`config.mk`:
```
export PLATFORM = sky130hd
export DESIGN_NAME = serial_add_ctrl
export DESIGN_NICKNAME = d
export VERILOG_FILES = /design/src/rtl/add_pkg.sv /design/src/rtl/full_adder_bit.sv /design/src/rtl/half_adder.sv /design/src/rtl/serial_add_ctrl.sv
export SDC_FILE = /design/constraint.sdc
export NUM_CORES = 1
export LEC_CHECK = 0
export ABC_CLOCK_PERIOD_IN_PS = 2029
export CORE_MARGIN = 2
export CORE_UTILIZATION = 50
export DETAILED_ROUTE_END_ITERATION = 16
export PLACE_DENSITY = 0.78
export SYNTH_ARGS = -nofsm -noshare
export SYNTH_HDL_FRONTEND = slang
export SYNTH_SLANG_ARGS = --single-unit
```
`constraint.sdc`:
```
create_clock -name clk -period 2.03 [get_ports clk]
set_input_delay 0.406 -clock clk [delete_from_list [all_inputs] [get_ports clk]]
set_output_delay 0.406 -clock clk [all_outputs]
set_load 0.03 [all_outputs]
```
`src/rtl/add_pkg.sv`:
```
// Shared definitions for the bit-serial adder controller: state encoding
// and the default operand width.
package add_pkg;

  localparam logic [1:0] ST_IDLE = 2'd0;
  localparam logic [1:0] ST_ADD  = 2'd1;
  localparam logic [1:0] ST_DONE = 2'd2;

  localparam int ADD_W_DEFAULT = 8;

  typedef enum logic [1:0] {
    IDLE = ST_IDLE,
    ADD  = ST_ADD,
    DONE = ST_DONE
  } state_e;

endpackage

```
`src/rtl/full_adder_bit.sv`:
```
// Combinational 1-bit full adder built from two half adders and an OR.
// This is the one shared datapath cell that the serial controller reuses
// for every bit position.
module full_adder_bit (
  input  logic a_i,
  input  logic b_i,
  input  logic c_i,
  output logic s_o,
  output logic c_o
);

  logic s1;
  logic c1;
  logic c2;

  half_adder u_ha0 (
    .a_i (a_i),
    .b_i (b_i),
    .s_o (s1),
    .c_o (c1)
  );

  half_adder u_ha1 (
    .a_i (s1),
    .b_i (c_i),
    .s_o (s_o),
    .c_o (c2)
  );

  assign c_o = c1 | c2;

endmodule

```
`src/rtl/half_adder.sv`:
```
// Single-bit half adder: sum is the XOR of the inputs, carry is the AND.
module half_adder (
  input  logic a_i,
  input  logic b_i,
  output logic s_o,
  output logic c_o
);

  assign s_o = a_i ^ b_i;
  assign c_o = a_i & b_i;

endmodule

```
`src/rtl/serial_add_ctrl.sv`:
```
// Bit-serial WIDTH-bit adder controller. Operands are captured on an
// accepted start and fed LSB first through one shared full-adder cell, one
// bit per clock, with a start/ready/done handshake.
// Optional feature macro: SERIAL_ADD_OVF_EN adds the signed-overflow
// output 'ovf'.
module serial_add_ctrl
  import add_pkg::*;
#(
  parameter int WIDTH = ADD_W_DEFAULT,
  parameter int CNT_W = $clog2(WIDTH + 1)
) (
  input  logic             clk,
  input  logic             rst_n,
  input  logic             start,
  input  logic [WIDTH-1:0] a,
  input  logic [WIDTH-1:0] b,
  input  logic             cin,
  output logic             ready,
  output logic             busy,
  output logic             done,
  output logic [WIDTH-1:0] sum,
  output logic             cout
`ifdef SERIAL_ADD_OVF_EN
  ,
  output logic             ovf
`endif
);

  localparam logic [CNT_W-1:0] LAST_BIT = CNT_W'(WIDTH - 1);

  state_e           state_q, state_d;
  logic [WIDTH-1:0] a_sr_q, a_sr_d;
  logic [WIDTH-1:0] b_sr_q, b_sr_d;
  logic [WIDTH-1:0] sum_q, sum_d;
  logic             carry_q, carry_d;
  logic             cout_q, cout_d;
  logic [CNT_W-1:0] cnt_q, cnt_d;
  logic [WIDTH:0]   sum_shift;
  logic             fa_s;
  logic             fa_c;
`ifdef SERIAL_ADD_OVF_EN
  logic             ovf_q, ovf_d;
`endif

  full_adder_bit u_fa (
    .a_i (a_sr_q[0]),
    .b_i (b_sr_q[0]),
    .c_i (carry_q),
    .s_o (fa_s),
    .c_o (fa_c)
  );

  // New sum bit enters at the MSB; written this way so WIDTH=1 needs no
  // special case.
  assign sum_shift = {fa_s, sum_q};

  // State and datapath registers, cleared by synchronous active-low reset
  // so an operation in flight is simply dropped.
  always_ff @(posedge clk) begin
    if (!rst_n) begin
      state_q <= IDLE;
      a_sr_q  <= '0;
      b_sr_q  <= '0;
      sum_q   <= '0;
      carry_q <= 1'b0;
      cout_q  <= 1'b0;
      cnt_q   <= '0;
`ifdef SERIAL_ADD_OVF_EN
      ovf_q   <= 1'b0;
`endif
    end else begin
      state_q <= state_d;
      a_sr_q  <= a_sr_d;
      b_sr_q  <= b_sr_d;
      sum_q   <= sum_d;
      carry_q <= carry_d;
      cout_q  <= cout_d;
      cnt_q   <= cnt_d;
`ifdef SERIAL_ADD_OVF_EN
      ovf_q   <= ovf_d;
`endif
    end
  end

  // Next-state and datapath sequencing; cout/ovf are loaded on the final
  // ADD edge so they are already valid during the DONE pulse.
  always_comb begin
    state_d = state_q;
    a_sr_d  = a_sr_q;
    b_sr_d  = b_sr_q;
    sum_d   = sum_q;
    carry_d = carry_q;
    cout_d  = cout_q;
    cnt_d   = cnt_q;
`ifdef SERIAL_ADD_OVF_EN
    ovf_d   = ovf_q;
`endif
    case (state_q)
      IDLE: begin
        if (start) begin
          a_sr_d  = a;
          b_sr_d  = b;
          carry_d = cin;
          cnt_d   = '0;
          state_d = ADD;
        end
      end
      ADD: begin
        sum_d   = sum_shift[WIDTH:1];
        carry_d = fa_c;
        a_sr_d  = a_sr_q >> 1;
        b_sr_d  = b_sr_q >> 1;
        cnt_d   = cnt_q + CNT_W'(1);
        if (cnt_q == LAST_BIT) begin
          state_d = DONE;
          cout_d  = fa_c;
`ifdef SERIAL_ADD_OVF_EN
          ovf_d   = carry_q ^ fa_c;
`endif
        end
      end
      DONE: begin
        state_d = IDLE;
      end
      default: begin
        state_d = IDLE;
      end
    endcase
  end

  assign ready = (state_q == IDLE);
  assign busy  = (state_q == ADD);
  assign done  = (state_q == DONE);
  assign sum   = sum_q;
  assign cout  = cout_q;
`ifdef SERIAL_ADD_OVF_EN
  assign ovf   = ovf_q;
`endif

endmodule

```
# Word level (Yosys, flattened, before mapping)
# Cells that the tools add are included.
[op_classes] n_addsub=1 multipliers=0 n_div=0 order_cmp=0 n_eq_ne=5 shifts=0 n_mux=11 n_bitwise=5 reduce_logical=5
[op_table] op="one-hot mux 8 bit (2 select lines)" count=2
[op_table] op="two-way mux 8 bit" count=2
[op_table] op="one-hot mux 4 bit (2 select lines)" count=1
[op_table] op="AND reduction 2 bit" count=3
[op_table] op="adder 4 x 1 -> 4 bit, second input constant" count=1
[op_table] op="== test 4 x 3 -> 1 bit, second input constant" count=1
[op_table] op="two-way mux 2 bit" count=2
[op_table] op="two-way mux 4 bit" count=1
[op_table] op="one-hot mux 2 bit (2 select lines)" count=1
[op_table] op="AND 1 bit" count=2
[op_table] op="== test 2 x 1 -> 1 bit, second input constant" count=1
[op_table] op="== test 2 bit, second input constant" count=1
[op_table] op="logical NOT 2 bit" count=1
[op_table] op="!= test 2 x 1 -> 1 bit, second input constant" count=1
[op_table] op="!= test 2 bit, second input constant" count=1
[op_table] op="one-hot mux 1 bit (2 select lines)" count=1
[op_table] op="nonzero test 2 bit" count=1
[op_table] op="XOR 1 bit" count=2
[op_table] op="two-way mux 1 bit" count=1
[op_table] op="OR 1 bit" count=1
[totals] ff_bits=32 latchBits=0 ramBits=0 romBits=0 output_inout_bits=12 elab_cells=34 n_memories=0

# Logic depth before layout (Yosys ltp)
[depth] ltp_word=4 depth_mapped=7 depth_no_buf=4

# By module
# Synthesis repeated with hierarchy kept, for this count alone.
[hier_totals] hier_cells=163 hier_area_um2=1411.4
[by_module_without_submodules] module="serial_add_ctrl" instances=1 cells_each=160 area_each_um2=1380.1
[by_module_without_submodules] module="half_adder" instances=2 cells_each=1 area_each_um2=12.5
[by_module_without_submodules] module="full_adder_bit" instances=1 cells_each=1 area_each_um2=6.3

# Worst setup path after synthesis
# OpenSTA, ideal clock, no wires.
[synth_timing] path_kind="register -> output" from="register state_q[1]" to="output done" t_arrival_ns=1.116 required_ns=1.624 setup_slack_ns=0.508 stages_incl_launch_ff=4 path_buffers=1 cell_sequence="dfxtp_1 -> inv_1 -> clkbuf_1 -> nor2_1"
[synth_between] elab_chain_cells=1
[synth_lines] item="start, declared" line_no="serial_add_ctrl.sv:31" source="state_e state_q, state_d;"
[synth_lines] item="start signal, assigned" line_no="serial_add_ctrl.sv:72" source="state_q <= state_d;"
[synth_lines] item="== test 2 bit" line_no="serial_add_ctrl.sv:133" source="assign done = (state_q == DONE);"
[synth_lines] item="end, declared" line_no="serial_add_ctrl.sv:20" source="output logic done,"
# Every way passes these cells.

# Final worst setup path
[layout_timing] from="register state_q[1]" to="output busy"
[layout_between] elab_chain_cells=1
[layout_lines] item="== test 2 x 1 -> 1 bit" line_no="serial_add_ctrl.sv:132" source="assign busy = (state_q == ADD);"
[layout_lines] item="end, declared" line_no="serial_add_ctrl.sv:19" source="output logic busy,"
# Every way passes these cells.

==> metrics <==
Syn Area/Cell=8.53 µm²; vias in the first global route=1166; critical path arrival=1.43 ns; hold depth=2; via count=1236; R2R setup slack=0.60 ns; ys async rst share=0%; 1st-pass router iterations=4; first-pass GRT wire length=5200 µm; initial antenna violation count=0; Critical Path Source Type=register; Bufs on Longest Clock Path=2; CP bufs+invs=2; CTS tree=built; post-synthesis net count=179; DP HPWL=2160 µm; Tmin final=1.84 ns; vias per cell=5.64; Reg power frac=49.2%; Pint=1080 µW; chip height=55.7 µm; Yosys cell types=30; pin count of the biggest net entering global routing=19; Cell Rows=18; Setup CP Type=register to output port; post-synthesis instance area=1340 µm²; Final Hold Fails=0; switching share of power=23.2%; CP max-delay cell=dfxtp_1; post-synthesis sequential area ratio=47.9%; Syn Inst Count=157; Hold-fix buffers, CTS=0; Num CTS Buffers=5; leakage=0.000642 µW; Clock Latency Late Sink=0.33 ns; H-tree Lvls=2; total grt overflow=0; P&R area growth vs syn=30.4%; final worst path period share=90.5%; Port Buffers=31; antenna-violating nets left=0; critical path's top delay family=buffers and inverters; Nets=210; DRC=0; status=finished, final reports clean; Max Slew Vio Count=0; crit path cell chain=nand2b_4 -> inv_1 -> buf_4; cells on worst reg2reg path=4; share of layout cells above drive strength 1=8.47%; Max Fclk=544 MHz; CP Max Fanout=12; Area contributors post-synth=dfxtp_1 48%, a21oi_1 9.0%, nand2_1 6.2%, o21ai_0 5.6%, o2bb2ai_1 5.2%; number of max-cap violations=0; fin cells=219; Hold Crit Class=register to register; Post-synth EDFFs=0; Worst-Margin Slew=0.462 ns; setup_tns=0 ns; clk slew on worst S/H paths=0.09 ns; Initial Util=53.6%; Synth area leader=dfxtp_1; total wire length=3050 µm; Yosys top cell area share=47.9%; Global Route Usage Sum=21.3%; R2R Path Start=state_q[1]$_SDFFE_PN0P_; Antenna Cells=0; placed insts=211; Slew Limit Headroom=69.2%; main flop type after synthesis=dfxtp_1; r2r endpoint=cout$_SDFFE_PN0P_; Setup Skew=0.00483 ns; Initial DRC Count=51; Clock power frac=38.1%; die area=3110 µm²; core area=2500 µm²; RSZ-0062 raised after global routing=false; worst ir drop on vdd=0.000673 V; Ys Warns=0; Req. time, crit path=1.62 ns; Endpoint, Worst Hold=sum[0]$_SDFFE_PN0P_; Sw Pwr=325 µW; DR WL/cell=13.9 µm; CTS sink cnt=32; CP Capture Type=output port; clk root buf=clkbuf_4; Post-CTS Setup Inserts=0; hold path startpoint=sum[0]$_SDFFE_PN0P_; Setup Viol. Count Final=0; Worst path max stage delay=0.37 ns; combinational power share=12.7%; gpl congestion=0.821; Die W=55.7 µm; pwr dens=803 nW/µm²; register bit count reported by yosys=32; # IOs=32; Tot Pwr=1400 µW
repair_timing:
| item | 4_1_cts | 5_1_grt |
|---|---|---|
| endpoints found under the hold margin | 0 | 0 |
| setup endpoints to repair | 2 | 1 |
| pin swaps | 0 | 0 |
| resized for setup | 2 | 1 |
tightest hold or removal path: stages, from the launching register on:
cell and delay, ns:
dfxtp_1 0.32, nand2_1 0.05, a21oi_1 0.06
power by group through the flow:
| stage | registers [µW] | clock network, µW | logic (µW) |
|---|---|---|---|
| 2_1_floorplan | 699 | 0 | 112 |
| 3_3_place_gp | 700 | 0 | 173 |
| 3_5_place_dp | 703 | 0 | 178 |
| 4_1_cts | 689 | 546 | 177 |
| 5_1_grt | 694 | 580 | 197 |
| 6_report | 689 | 534 | 178 |
per-layer routing:
| metal | vias up | wire length, µm | global-route usage (%) |
|---|---|---|---|
| met5 | - | 0 | 0 |
| met4 | 0 | 50 | 8.36 |
| met2 | 44 | 1460 | 34.4 |
| li1 | 620 | - | - |
| met3 | 5 | 163 | 6.51 |
| met1 | 567 | 1380 | 26.6 |
stage by stage:
| stage | cell area [µm²] | util (%) | setup WS (ns) | hold WS [ns] |
|---|---|---|---|---|
| after global routing | 1750 | 69.8 | 0.107 | 0.493 |
| final | 1750 | 69.8 | 0.192 | 0.472 |
| after global placement | 1650 | 66.1 | 0.328 | 0.443 |
| after floorplan | 1340 | - | 0.508 | 0.454 |
| after detailed placement | 1650 | 66.1 | 0.301 | 0.460 |
| after CTS | 1740 | 69.8 | 0.0658 | 0.475 |
state kept, by name (all words and copies together), names as in the netlist:
| signal | flops |
|---|---|
| a_sr_q | 8 |
| b_sr_q | 8 |
| carry_q | 1 |
| cnt_q | 4 |
| cout | 1 |
| state_q | 2 |
| sum | 8 |
placed cells by master, fill, tap and decap left out, drive strengths merged, types with 2 or more instances in the layout:
cell type / netlist / final
nand2: 22 / 22
inv: 4 / 4
o2bb2ai: 8 / 8
o21ai: 15 / 15
clkdlybuf4s50: 0 / 28
nand2b: 2 / 2
nand3: 2 / 2
a32oi: 2 / 2
dlygate4sd2: 0 / 2
o22ai: 7 / 7
a21oi: 24 / 24
and4b: 2 / 2
buf: 7 / 5
dfxtp: 32 / 32
nor2: 14 / 14
clkbuf: 4 / 7
cell families after synthesis:
family / count (synthesis) / share of synthesized area, %
flip-flops: 32 / 47.9
adder cells (fa/ha/maj): 2 / 2.43
AND/OR/NAND/NOR: 45 / 15.1
multiplexers: 1 / 0.748
buffers and inverters: 15 / 5.79
AO/OA/AOI/OAI: 62 / 28.0
how the worst max path moves through the flow:
stage                                  from                     end  slack [ns]  cells after the start
global route        state_q[1]$_SDFFE_PN0P_                    busy        0.11                      3
CTS                 state_q[0]$_SDFFE_PN0P_                    busy        0.07                      3
floorplan           state_q[1]$_SDFFE_PN0P_                    done        0.51                      3
finish              state_q[1]$_SDFFE_PN0P_                    busy        0.19                      3
global placement                      start  a_sr_q[5]$_SDFFE_PN0P_        0.33                      4
detailed placement                    start  a_sr_q[6]$_SDFFE_PN0P_        0.30                      4
cell type report:
| class | count | area [µm²] |
|---|---|---|
| fill | 214 | 754 |
| tap | 30 | 37.5 |
| timing repair buffer | 35 | 335 |
| sequential | 32 | 642 |
| clock buffer | 7 | 65.1 |
| inverter | 4 | 15.0 |
| clock inverter | 1 | 30.0 |
| multi-input combinational | 110 | 621 |
cells in the mapped netlist, drive strengths merged (2+ instances only):
cell,n
buf,7
a32oi,2
nand2b,2
a21oi,24
nand2,22
nand3,2
dfxtp,32
nor2,14
clkbuf,4
o21ai,15
o22ai,7
o2bb2ai,8
and4b,2
inv,4
(Power assumes the default switching activity.)
